--- src/rtl/usb_pkg.sv ---
// Shared USB transmit-path types and constants.
// Holds the bit-stuffer state encoding and the USB stuffing run length.
// No logic; imported by the transmit-path blocks.
package usb_pkg;

  typedef enum logic [1:0] {
    IDLE  = 2'd0,
    PASS  = 2'd1,
    STUFF = 2'd2
  } bit_stuff_state_t;

  // USB inserts a 0 after six consecutive 1s.
  localparam int USB_STUFF_RUN = 6;

endpackage

--- src/rtl/counter.sv ---
// Generic up/down counter with synchronous clear (clear wins over increment).
// Latency: cnt updates on the clock edge after inc_cnt/clr_cnt.
// Backpressure: none; counts whenever inc_cnt is high.
//
// Ports:
//   clk      clock
//   rst_L    asynchronous reset, active-low (count to 0)
//   inc_cnt  step the count this cycle
//   clr_cnt  return the count to 0 this cycle
//   up       1: count up, 0: count down
//   cnt      current count
module counter #(
  parameter int WIDTH = 3
) (
  input  logic             clk,
  input  logic             rst_L,
  input  logic             inc_cnt,
  input  logic             clr_cnt,
  input  logic             up,
  output logic [WIDTH-1:0] cnt
);

  logic [WIDTH-1:0] r_cnt;

  always_ff @(posedge clk or negedge rst_L) begin
    if (!rst_L) begin
      r_cnt <= '0;
    end else if (clr_cnt) begin
      r_cnt <= '0;
    end else if (inc_cnt) begin
      r_cnt <= up ? r_cnt + 1'b1 : r_cnt - 1'b1;
    end
  end

  assign cnt = r_cnt;

endmodule

--- src/rtl/bit_stuffer.sv ---
// USB transmit bit stuffer: inserts a 0 after every RUN_LEN consecutive 1s.
// Latency: zero; a passed bit appears on outb in the cycle it is presented.
// Backpressure: stuff_pause for one cycle while the stuffed 0 goes out; upstream holds inb.
//
// Ports:
//   clk          clock
//   rst_L        asynchronous reset, active-low
//   clear        synchronous abort back to IDLE (highest priority)
//   inb          upstream serial bit (CRC appender outb)
//   recving      inb valid this cycle (CRC appender sending)
//   stuff_pause  upstream must hold the current inb this cycle
//   outb         serial bit to the NRZI encoder
//   sending      outb valid this cycle
module bit_stuffer
  import usb_pkg::*;
#(
  parameter int RUN_LEN = USB_STUFF_RUN
) (
  input  logic clk,
  input  logic rst_L,
  input  logic clear,
  input  logic inb,
  input  logic recving,
  output logic stuff_pause,
  output logic outb,
  output logic sending
);

  localparam int                CNT_W    = $clog2(RUN_LEN + 1);
  localparam logic [CNT_W-1:0] RUN_LAST = CNT_W'(RUN_LEN - 1);

  bit_stuff_state_t r_state;
  bit_stuff_state_t w_next_state;

  logic             w_inc_cnt;
  logic             w_clr_cnt;
  logic [CNT_W-1:0] w_ones_cnt;

  // Ones-run counter. It is cleared on the bit that completes a run, so it
  // never holds more than RUN_LEN-1 at a clock edge.
  counter #(
    .WIDTH (CNT_W)
  ) u_ones_cnt (
    .clk     (clk),
    .rst_L   (rst_L),
    .inc_cnt (w_inc_cnt),
    .clr_cnt (w_clr_cnt),
    .up      (1'b1),
    .cnt     (w_ones_cnt)
  );

  always_ff @(posedge clk or negedge rst_L) begin
    if (!rst_L) begin
      r_state <= IDLE;
    end else begin
      r_state <= w_next_state;
    end
  end

  always_comb begin
    w_next_state = r_state;
    w_inc_cnt    = 1'b0;
    w_clr_cnt    = 1'b0;
    outb         = 1'b0;
    sending      = 1'b0;
    stuff_pause  = 1'b0;

    if (!rst_L) begin
      // Outputs are combinational from the inputs, so hold them quiet while
      // reset is asserted even if upstream still drives recving.
      w_next_state = IDLE;
    end else if (clear) begin
      w_next_state = IDLE;
      w_clr_cnt    = 1'b1;
    end else begin
      unique case (r_state)
        IDLE, PASS: begin
          if (recving) begin
            outb    = inb;
            sending = 1'b1;
            if (!inb) begin
              w_clr_cnt    = 1'b1;
              w_next_state = PASS;
            end else if (w_ones_cnt == RUN_LAST) begin
              // This 1 completes the run: the stuffed 0 goes out next cycle.
              w_clr_cnt    = 1'b1;
              w_next_state = STUFF;
            end else begin
              w_inc_cnt    = 1'b1;
              w_next_state = PASS;
            end
          end else begin
            w_clr_cnt    = 1'b1;
            w_next_state = IDLE;
          end
        end
        STUFF: begin
          // Emitted even when recving has already dropped: a run ending on
          // the last packet bit still needs its stuffed 0.
          outb         = 1'b0;
          sending      = 1'b1;
          stuff_pause  = 1'b1;
          w_clr_cnt    = 1'b1;
          w_next_state = recving ? PASS : IDLE;
        end
        default: begin
          w_clr_cnt    = 1'b1;
          w_next_state = IDLE;
        end
      endcase
    end
  end

endmodule

--- config.mk ---
export PLATFORM = sky130hd
export DESIGN_NAME = bit_stuffer
export DESIGN_NICKNAME = d
export VERILOG_FILES = /design/src/rtl/usb_pkg.sv /design/src/rtl/counter.sv /design/src/rtl/bit_stuffer.sv
export SDC_FILE = /design/constraint.sdc
export NUM_CORES = 1
export LEC_CHECK = 0
export ABC_AREA = 1
export CORE_AREA = 2 2 39 41
export CTS_CLUSTER_DIAMETER = 100
export DETAILED_ROUTE_END_ITERATION = 12
export DIE_AREA = 0 0 41 43
export GPL_TIMING_DRIVEN = 0
export HOLD_SLACK_MARGIN = 0.15
export PLACE_DENSITY = 0.49
export REMOVE_ABC_BUFFERS = 1
export SETUP_SLACK_MARGIN = 0.05
export SKIP_CTS_REPAIR_TIMING = 1
export SLEW_MARGIN = 25
export SYNTH_ARGS = -nofsm -noshare
export SYNTH_HDL_FRONTEND = slang
export SYNTH_SLANG_ARGS = --single-unit
export TNS_END_PERCENT = 20
--- constraint.sdc ---
create_clock -name clk -period 1.9 [get_ports clk]
set_input_delay 0.19 -clock clk [delete_from_list [all_inputs] [get_ports clk]]
set_output_delay 0.19 -clock clk [all_outputs]
set_load 0.02 [all_outputs]
== After elaboration in Yosys (flattened, before gate mapping) ==
Index checks and enable logic that the tools add are counted.
Word-level totals
  flip-flop bits (word level): 5
  bits of input ports: 5
  output and inout port bits: 3
  word-level logic and storage cells: 41
Cells by class
  $add $sub $neg: 1
  equality and inequality tests: 3
  multiplexer cells: 32
  reductions and logical operators: 3
Operators with widths (count)
  1-bit 2-to-1 mux: 23
  2-bit 2-to-1 mux: 5
  3-bit 2-to-1 mux: 2
  2-bit case mux with 2 select lines: 1
  3-bit by 1-bit adder with 3-bit output (second input constant): 1
  3-bit == test (second input constant): 1
  2-bit by 1-bit == test with 1-bit output (second input constant): 1
  2-bit == test (second input constant): 1
  2-bit zero test: 1
  1-bit case mux with 2 select lines: 1
  2-bit nonzero test: 1
  2-bit OR reduction: 1

== Depth between registers and ports, before layout ==
  word-level depth: 9
  mapped depth: 6
  gate-level depth less buffers: 6

== Modules after synthesis ==
Synthesis repeated with hierarchy kept, for this count alone.
Second synthesis, totals
  cells, all modules: 48
  area, all modules: 360.3 um2
Modules (own cells, without submodules)
  counter: times used 1, cells an instance 25, area an instance 183.9 um2, sequential area each 75.1 um2
  bit_stuffer: times used 1, cells an instance 23, area an instance 176.4 um2, sequential area each 50.0 um2

== Worst setup path after synthesis ==
Ideal clock, no wire load.
  path type: reg2out
  from: register r_state[1]
  to: output port stuff_pause
  arrival time: 1088 ps
  required time: 1710 ps
  slack: 622 ps
  cell stages (with the launch flop): 3
  path through: dfrtp_1 -> inv_2 -> nor4_1
Between the ends
  word-level cells in the longest chain between the ends: 4
Ends and longest elaborated chain
  start: declaration: RTL line bit_stuffer.sv:32  | bit_stuff_state_t r_state;
  start signal: assignment: RTL line bit_stuffer.sv:56  | r_state <= w_next_state;
  2-bit == test: RTL line bit_stuffer.sv:76  | unique case (r_state)
  1-bit 2-to-1 mux: RTL line bit_stuffer.sv:76
  1-bit 2-to-1 mux: RTL line bit_stuffer.sv:72  | end else if (clear) begin
  1-bit 2-to-1 mux: RTL line bit_stuffer.sv:68  | if (!rst_L) begin
  end: declaration: RTL line bit_stuffer.sv:24  | output logic stuff_pause,
No other way between the ends.

== Final worst setup path ==
  from: input port clear
  to: output port stuff_pause
Between the ends
  word-level cells in the longest chain between the ends: 2
Ends and longest elaborated chain
  start: declaration: RTL line bit_stuffer.sv:21  | input logic clear,
  1-bit 2-to-1 mux: RTL line bit_stuffer.sv:72
  1-bit 2-to-1 mux: RTL line bit_stuffer.sv:68
No other way between the ends.

==> results.md <==
* Outcome: finished clean
* Crit path DAT at 1.55 ns
* GPL Wtd Cong at 0.701
* Commonest non-fill, non-tap cell in the layout: nand2_1
* Number of remaining DRC errors at 0
* Vias per cell at 4.10
* Critical Path RT at 1.71 ns
* Crit share post-route at 0.914
* Design Area, Final at 448 sq um
* Final nets at 64
* Die area at 1760 sq um
* Pins over their slew limit at 0
* Max Fanout on Critical Path at 3
* Total Power at 0.000274 W
* Pwr Density at 611 nW/um^2
* Max clock buf depth at 2
* Vias in the first global route at 274
* Total track usage at 0.0929
* Max Cap Viol at 0
* Initial antenna violation count at 0
* Num CTS Buffers at 3
* Area occupied by multi-input gates at 156 sq um
* Num Clock Sinks at 5
* Core ar. at 1380 sq um
* Maximum VDD drop at 0.285 mV
* Actual slew at the worst max-slew pin at 0.242 ns
* Final ANT Viol Nets at 0
* Slew HR at 0.838
* Final setup fails at 0
* Cells after synthesis at 45
* # H-tree levels at 1
* Global-route wire length before repair at 1110 microns
* DP Area at 412 sq um
* DIE HEIGHT at 43 microns
* Starting Density at 0.241
* Largest net degree at the start of global routing at 14
* Post-synth cell types at 16
* Post-synth top area share at 0.376
* Cell Area, Synth at 333 sq um
* Final core occ at 0.324
* Total global routing overflow at 0
* Max Clock Freq at 576 MHz
* Root buffer cell: clkbuf_4
* Worst Skew at 0.00206 ns
* CTS tree: yes
* HP Class: in -> reg
* Minimum clock period at 1.74 ns
* Share of layout cells above drive strength 1 at 0.214
* Hold Fails Final Rpt at 0
* Post-synth top area cell: dfrtp_1
* Post-Layout Cell Count at 72
* Routed WL per cell at 8.44 microns
* Area Growth Syn to Fin at 34.6%
* RSZ-0062 raised after global routing: false
* Worst-skew pair later-pin latency at 0.24 ns
* Clock transition at path regs at 0.04 ns
* TNS Setup at 0 ns
* Sequential Area at 125 sq um
* Placed cells at 67
* Fillcell total at 161
* Number of DRC markers in iteration 0 at 2
* DR pass1 iterations at 2
* DPL Wire Length at 480 microns
* Chip Width at 41 microns
* Ports at 8
* Most frequent cells in the layout: nand2_1, inv_1, dfrtp_1
* Register area share after synthesis at 0.376
* Crit start category: primary input
* Top cells by area, synth: dfrtp_1, nand2_1, inv_1
* Number of port buffers at 7
* Final WL at 608 microns
* Via count at 295
* Setup CP Type: in -> out
* Leakage at 0.246 nW
* Syn_area_per_cell at 7.40 sq um
* N_diodes at 0
* Standard-cell rows at 14
* Setup crit end kind: output pin
* Ys Warns at 0
* Synthesized flop and latch total at 5
-- metrics by stage --
stage,setup slack [ns],hold WS [ns]
3_5_place_dp,-0.288,0.536
5_1_grt,0.101,0.316
4_1_cts,-0.285,0.327
2_1_floorplan,0.622,-0.106
3_3_place_gp,-0.282,0.541
6_report,0.163,0.299
-- power breakdown --
part           internal (W)  leakage (nW)  switching, W  total [W]
clock network     0.0000792        0.0150     0.0000403   0.000119
logic             0.0000185         0.162     0.0000226  0.0000411
registers          0.000110        0.0686    0.00000272   0.000113
total              0.000208         0.246     0.0000656   0.000274
-- sequential cells by signal, summed over array words and instances (netlist names) --
register,flops
u_ones_cnt.cnt,3
r_state,2
-- layout make-up --
type                    count  area share
repair buffers              8       0.179
inverters                  10      0.0894
well taps                  16      0.0447
multi-input cells          29       0.349
flip-flops and latches      5       0.279
clock buffers               4      0.0587
-- cells in the mapped netlist, drive strengths merged --
| master | count |
|---|---|
| a21oi | 4 |
| o21ai | 2 |
| nand2 | 11 |
| inv | 10 |
| nor4 | 1 |
| ha | 2 |
| buf | 1 |
| nand3 | 4 |
| dfrtp | 5 |
| nor2 | 5 |
-- final timing paths --
check / startpoint / endpoint / slack, ns / cells past startpoint
worst max register to register: u_ones_cnt.cnt[0] / u_ones_cnt.cnt[2] / 0.81 / 4
min in group asynchronous: rst_L / u_ones_cnt.cnt[0] / 0.53 / 2
worst max-delay path: clear / stuff_pause / 0.16 / 3
max in group asynchronous: rst_L / u_ones_cnt.cnt[1] / 1.17 / 2
worst min register to register: u_ones_cnt.cnt[0] / u_ones_cnt.cnt[0] / 0.54 / 2
worst min-delay path: rst_L / u_ones_cnt.cnt[1] / 0.30 / 2
-- per-layer routing --
metal	part of all wire	vias up	global-route usage
met4	0.0082	0	0.0600
met3	0.046	2	0.0314
met2	0.43	5	0.109
met1	0.51	129	0.138
met5	0	-	0
li1	-	159	-
-- cell families after synthesis --
family / count (synthesis) / synth area share
and+or+nand+nor: 21 / 0.282
buffers and inverters: 11 / 0.154
AOI/OAI and AO/OA: 6 / 0.113
DFF: 5 / 0.376
adders and majority gates: 2 / 0.0752
-- critical path: stages --
cell,delay (ns)
clkdlybuf4s50_1,0.45
nor4_1,0.27
clkdlybuf4s50_1,0.64
Note: power is estimated with default switching activity, not from simulation.
